[config.mk]
export PLATFORM = sky130hd
export DESIGN_NAME = alu_cmd_initiator
export DESIGN_NICKNAME = d
export VERILOG_FILES = /design/src/rtl/alu_cmd_initiator.sv
export SDC_FILE = /design/constraint.sdc
export NUM_CORES = 1
export LEC_CHECK = 0
export CAP_MARGIN = 25
export CORE_MARGIN = 2
export CORE_UTILIZATION = 48
export DETAILED_ROUTE_END_ITERATION = 6
export GPL_ROUTABILITY_DRIVEN = 0
export HOLD_SLACK_MARGIN = 0.02
export PLACE_DENSITY = 0.77
export SYNTH_ARGS = -nofsm -noshare
export SYNTH_HDL_FRONTEND = slang
export SYNTH_SLANG_ARGS = --single-unit
[constraint.sdc]
create_clock -name clk_i -period 4.85 [get_ports clk_i]
set_input_delay 0.485 -clock clk_i [delete_from_list [all_inputs] [get_ports clk_i]]
set_output_delay 0.485 -clock clk_i [all_outputs]
set_load 0.005 [all_outputs]
[src/rtl/alu_cmd_initiator.sv]
// Host-side initiator for the UART ALU command protocol.
// Serializes opcode + two operands into a 12-byte packet on a byte-wide AXI-stream master,
// then gathers a 4-byte little-endian result (or times out) from the RX byte stream.
module alu_cmd_initiator #(
    parameter int unsigned TIMEOUT_CYCLES = 1_000_000,
    parameter int unsigned CNT_W          = 20
) (
    input  logic        clk_i,
    input  logic        reset_i,
    input  logic        cmd_valid_i,
    output logic        cmd_ready_o,
    input  logic [7:0]  cmd_opcode_i,
    input  logic [31:0] cmd_a_i,
    input  logic [31:0] cmd_b_i,
    output logic [7:0]  m_axis_tdata_o,
    output logic        m_axis_tvalid_o,
    input  logic        m_axis_tready_i,
    input  logic [7:0]  s_axis_tdata_i,
    input  logic        s_axis_tvalid_i,
    output logic        s_axis_tready_o,
    output logic        rsp_valid_o,
    output logic [31:0] rsp_data_o,
    output logic        rsp_timeout_o,
    output logic        busy_o
);

    typedef enum logic [1:0] {StIdle, StSend, StWaitRsp} state_e;

    localparam logic [CNT_W-1:0] TmoLast = CNT_W'(TIMEOUT_CYCLES - 1);

    state_e      state_q, state_d;
    logic [7:0]  opcode_q, opcode_d;
    logic [31:0] a_q, a_d;
    logic [31:0] b_q, b_d;
    logic [3:0]  idx_q, idx_d;
    logic [CNT_W-1:0] tmo_q, tmo_d;
    logic [CNT_W-1:0] tmo_inc;
    logic [23:0] rx_shift_q, rx_shift_d;  // lanes 0..2; lane 3 goes straight to rsp_data
    logic [31:0] rsp_data_q, rsp_data_d;
    logic        rsp_valid_q, rsp_valid_d;
    logic        rsp_timeout_q, rsp_timeout_d;
    logic [7:0]  tx_byte;

    assign tmo_inc = tmo_q + CNT_W'(1);

    // Packet byte selected by the current index from the latched command.
    always_comb begin
        tx_byte = 8'h00;
        case (idx_q)
            4'd0:    tx_byte = opcode_q;
            4'd2:    tx_byte = 8'h0C;
            4'd4:    tx_byte = a_q[7:0];
            4'd5:    tx_byte = a_q[15:8];
            4'd6:    tx_byte = a_q[23:16];
            4'd7:    tx_byte = a_q[31:24];
            4'd8:    tx_byte = b_q[7:0];
            4'd9:    tx_byte = b_q[15:8];
            4'd10:   tx_byte = b_q[23:16];
            4'd11:   tx_byte = b_q[31:24];
            default: tx_byte = 8'h00;
        endcase
    end

    // Next-state logic for the command/response sequencer.
    always_comb begin
        state_d       = state_q;
        opcode_d      = opcode_q;
        a_d           = a_q;
        b_d           = b_q;
        idx_d         = idx_q;
        tmo_d         = tmo_q;
        rx_shift_d    = rx_shift_q;
        rsp_data_d    = rsp_data_q;
        rsp_valid_d   = 1'b0;
        rsp_timeout_d = rsp_timeout_q;
        unique case (state_q)
            StIdle: begin
                if (cmd_valid_i) begin
                    opcode_d = cmd_opcode_i;
                    a_d      = cmd_a_i;
                    b_d      = cmd_b_i;
                    idx_d    = 4'd0;
                    state_d  = StSend;
                end
            end
            StSend: begin
                if (m_axis_tready_i) begin
                    if (idx_q == 4'd11) begin
                        idx_d   = 4'd0;
                        tmo_d   = '0;
                        state_d = StWaitRsp;
                    end else begin
                        idx_d = idx_q + 4'd1;
                    end
                end
            end
            StWaitRsp: begin
                if (s_axis_tvalid_i) begin
                    tmo_d = '0;
                    if (idx_q == 4'd3) begin
                        rsp_data_d    = {s_axis_tdata_i, rx_shift_q};
                        rsp_valid_d   = 1'b1;
                        rsp_timeout_d = 1'b0;
                        idx_d         = 4'd0;
                        state_d       = StIdle;
                    end else begin
                        case (idx_q[1:0])
                            2'd0:    rx_shift_d[7:0]   = s_axis_tdata_i;
                            2'd1:    rx_shift_d[15:8]  = s_axis_tdata_i;
                            default: rx_shift_d[23:16] = s_axis_tdata_i;
                        endcase
                        idx_d = idx_q + 4'd1;
                    end
                end else if (tmo_inc == TmoLast) begin
                    // Responder went silent: abort with a flagged, zeroed response.
                    tmo_d         = '0;
                    rsp_data_d    = '0;
                    rsp_valid_d   = 1'b1;
                    rsp_timeout_d = 1'b1;
                    idx_d         = 4'd0;
                    state_d       = StIdle;
                end else begin
                    tmo_d = tmo_inc;
                end
            end
            default: state_d = StIdle;
        endcase
    end

    // State registers; reset abandons any packet in flight without a response pulse.
    always_ff @(posedge clk_i or posedge reset_i) begin
        if (reset_i) begin
            state_q       <= StIdle;
            opcode_q      <= '0;
            a_q           <= '0;
            b_q           <= '0;
            idx_q         <= '0;
            tmo_q         <= '0;
            rx_shift_q    <= '0;
            rsp_data_q    <= '0;
            rsp_valid_q   <= 1'b0;
            rsp_timeout_q <= 1'b0;
        end else begin
            state_q       <= state_d;
            opcode_q      <= opcode_d;
            a_q           <= a_d;
            b_q           <= b_d;
            idx_q         <= idx_d;
            tmo_q         <= tmo_d;
            rx_shift_q    <= rx_shift_d;
            rsp_data_q    <= rsp_data_d;
            rsp_valid_q   <= rsp_valid_d;
            rsp_timeout_q <= rsp_timeout_d;
        end
    end

    assign cmd_ready_o     = (state_q == StIdle);
    assign busy_o          = (state_q != StIdle);
    assign m_axis_tvalid_o = (state_q == StSend);
    assign m_axis_tdata_o  = (state_q == StSend) ? tx_byte : 8'h00;
    // Stray RX bytes outside a response window are swallowed to keep the UART from overrunning.
    assign s_axis_tready_o = 1'b1;
    assign rsp_valid_o     = rsp_valid_q;
    assign rsp_data_o      = rsp_data_q;
    assign rsp_timeout_o   = rsp_timeout_q;

endmodule

==> impl_metrics.env <==
export IMPL_ys_flop_type="dfrtp_1"
export IMPL_cp_startpoint="idx_q[0]$_DFFE_PP0P_"
export IMPL_fmax_ghz=0.2601
export IMPL_dr_pass1_iters=7
export IMPL_synthCells=619
export IMPL_post_dp_hpwl_mm=12.71
export IMPL_ios=131
export IMPL_synth_area_top_cells="dfrtp_1 (53%), mux2_2 (15%), a22o_1 (4.3%)"
export IMPL_nFillCells=1167
export IMPL_yosys_register_bits=156
export IMPL_vdd_drop_max_v=0.0003396
export IMPL_synthTopCellsByCount="dfrtp_1 (156), mux2_2 (96), a22o_1 (36), nand2_1 (36), clkbuf_1 (32)"
export IMPL_worst_pin_slew_ps=1080
export IMPL_endpoint="m_axis_tdata_o[5]"
export IMPL_cts_repair_resized=0
export IMPL_r2r_slack_ps=1180
export IMPL_grt_pass1_vias=5846
export IMPL_hold_viol_final=0
export IMPL_synth_edf_count=0
export IMPL_dp_cells=898
export IMPL_core_sq_um=15090
export IMPL_min_period_ps=3844
export IMPL_finalSetupViolations=0
export IMPL_yosysMostFrequentCell="dfrtp_1"
export IMPL_layout_drive_gt1_share_pct=20.16
export IMPL_antenna_found_initial=0
export IMPL_clk_path_buf_depth=2
export IMPL_leakagePower_nw=3.980
export IMPL_layout_nets=826
export IMPL_wl_mm=18.49
export IMPL_via_count=5653
export IMPL_synth_warnings=0
export IMPL_hold_path_class="in2async"
export IMPL_via_per_inst=6.065
export IMPL_drcViolationCount=0
export IMPL_slew_headroom_pct=28.02
export IMPL_h_tree_depth=4
export IMPL_cts_setup_buffers=0
export IMPL_cp_max_fo=23
export IMPL_yosysTopAreaCell="dfrtp_1"
export IMPL_clk_pin_slew_worst_paths_ps=60
export IMPL_path_class="reg2out"
export IMPL_cts_tree="yes"
export IMPL_tns_ps=0
export IMPL_finalCoreUtilization_pct=62.63
export IMPL_holdBufCountCts=0
export IMPL_ant_nets=0
export IMPL_powerDensity_nw_per_um2=523.2
export IMPL_ys_seq_area_share_pct=53.20
export IMPL_diodes=0
export IMPL_synth_cell_types=64
export IMPL_syn_nets=714
export IMPL_fin_skew_ps=12.70
export IMPL_clockRootBuffer="clkbuf_16"
export IMPL_post_route_period_util_pct=79.27
export IMPL_final_cells=932
export IMPL_grt_ovfl_total=0
export IMPL_rows=45
export IMPL_die_x_um=127.6
export IMPL_rsz0062_at_grt="no"
export IMPL_wl_per_cell_um=19.84
export IMPL_r2r_end="tmo_q[13]$_DFFE_PP0P_"
export IMPL_synthArstFlopShare_pct=100.0
export IMPL_worstSkewPairLatency_ps=430
export IMPL_synth_area_sq_um=7338
export IMPL_drtIter0Drc=423
export IMPL_cts_sinks=156
export IMPL_fp_dieH_um=127.6
export IMPL_status="finished clean"
export IMPL_yosysTopAreaCellShare_pct=53.20
export IMPL_grt_pass1_wl_mm=29.92
export IMPL_track_usage_pct=23.50
export IMPL_cap_violations=0
export IMPL_cp_end_kind="primary output"
export IMPL_die_area_sq_um=16290
export IMPL_required_ps=4370
export IMPL_area_growth_pct=28.78
export IMPL_setup_worst_path_start_class="register"
export IMPL_start_util_pct=48.63
export IMPL_timing_rr_start="tmo_q[0]$_DFFE_PP0P_"
export IMPL_reg2reg_depth=8
export IMPL_numCtsBuffers=17
export IMPL_worstPathArrival_ps=3360
export IMPL_synth_avg_cell_area_sq_um=11.86
export IMPL_grt_start_max_net_pins=106
export IMPL_slew_violations=0
export IMPL_io_buffers=129
power by group:
group          internal [mW]  switching (mW)  total (mW)
logic                  0.804           0.678        1.48
registers               1.74           0.262        2.00
clock network          0.905           0.558        1.46
area by class of cell:
type	instances	area, sq um	share of cell area (%)
clock buffers	19	452.9	4.793
clock inverters	13	203.9	2.158
inverters	21	83.83	0.8871
multi-input cells	397	3164	33.48
flip-flops and latches	156	3904	41.31
well taps	188	235.2	2.489
repair buffers	138	1406	14.88
worst max-delay path: stages (launching register included):
cell             delay (ps)
dfrtp_1                 430
inv_1                   140
ha_1                    890
nor2b_1                 440
a22oi_1                 160
o22ai_1                 200
and2_1                  170
clkdlybuf4s50_1         510
metal layers:
layer / GRT usage [%] / up-vias / share of wire (%)
met3: 7.412 / 37 / 7.5
met4: 8.274 / 0 / 2.0
met5: 0 / - / 0
met1: 29.06 / 2863 / 40
met2: 39.07 / 214 / 50
li1: - / 2539 / -
worst min path at each step:
stage | from | endpoint | slack, ps | depth (start not counted)
final | reset_i | rx_shift_q[8]$_DFFE_PP0P_ | 300 | 2
after global routing | reset_i | rx_shift_q[8]$_DFFE_PP0P_ | 300 | 2
after CTS | rx_shift_q[9]$_DFFE_PP0P_ | rsp_data_o[9]$_DFFE_PP0P_ | 490 | 1
after detailed placement | rx_shift_q[9]$_DFFE_PP0P_ | rsp_data_o[9]$_DFFE_PP0P_ | 480 | 1
after global placement | rx_shift_q[6]$_DFFE_PP0P_ | rsp_data_o[6]$_DFFE_PP0P_ | 470 | 1
after floorplan | rx_shift_q[0]$_DFFE_PP0P_ | rsp_data_o[0]$_DFFE_PP0P_ | 460 | 1
per-stage QoR:
| step | power, mW | area [sq um] | hold WS [ps] | worst slack [ps] |
|---|---|---|---|---|
| 2_1_floorplan | 2.940 | 7338 | 460.4 | 158.5 |
| 3_3_place_gp | 3.365 | 8723 | 467.4 | 1483 |
| 3_5_place_dp | 3.466 | 8738 | 476.8 | 1259 |
| 4_1_cts | 4.945 | 9395 | 492.3 | 1069 |
| 5_1_grt | 5.203 | 9450 | 295.3 | 852.4 |
| 6_report | 4.944 | 9450 | 295.1 | 1006 |
cell families (layout without fill, tap and decap cells):
logic type	count (synthesis)	count (layout)	share of synthesized area [%]
muxes	99	99	15.16
and+or+nand+nor	136	136	10.40
DFF	156	156	53.20
xor gates and xnor gates	4	4	0.4775
adders and majority gates	10	10	1.705
buffers and inverters	66	191	3.853
other	1	1	0.05110
AOI/OAI and AO/OA	147	147	15.16
flip-flops by register name, summed over array words and instances, names as in the netlist:
| name | flops |
|---|---|
| a_q | 32 |
| b_q | 32 |
| idx_q | 4 |
| opcode_q | 8 |
| rsp_data_o | 32 |
| rsp_timeout_o | 1 |
| rsp_valid_o | 1 |
| rx_shift_q | 24 |
| state_q | 2 |
| tmo_q | 20 |
placed cells by master, fill, tap and decap left out, types with 4 or more instances in the layout:
| cell | Yosys | final |
|---|---|---|
| nand2b_1 | 5 | 5 |
| bufinv_16 | 0 | 4 |
| nor2_1 | 9 | 9 |
| a31oi_1 | 11 | 10 |
| o21ai_0 | 10 | 10 |
| nor4_1 | 4 | 4 |
| nor3_1 | 6 | 6 |
| inv_6 | 0 | 5 |
| clkbuf_16 | 0 | 17 |
| a22o_1 | 36 | 36 |
| and2_1 | 11 | 11 |
| a21oi_1 | 11 | 11 |
| a22oi_1 | 27 | 27 |
| and4_1 | 5 | 5 |
| nand2_1 | 36 | 35 |
| buf_4 | 2 | 6 |
| a221oi_1 | 4 | 4 |
| nand3_1 | 20 | 20 |
| nand4_1 | 10 | 10 |
| o22ai_1 | 10 | 10 |
| ha_1 | 10 | 10 |
| mux2_2 | 96 | 96 |
| inv_1 | 21 | 20 |
| or3_1 | 5 | 5 |
| or4_1 | 5 | 5 |
| clkdlybuf4s50_1 | 0 | 129 |
| dfrtp_1 | 156 | 156 |
| o21a_1 | 5 | 5 |
| nor2b_1 | 5 | 5 |
Power figures use the tool's default switching activity.
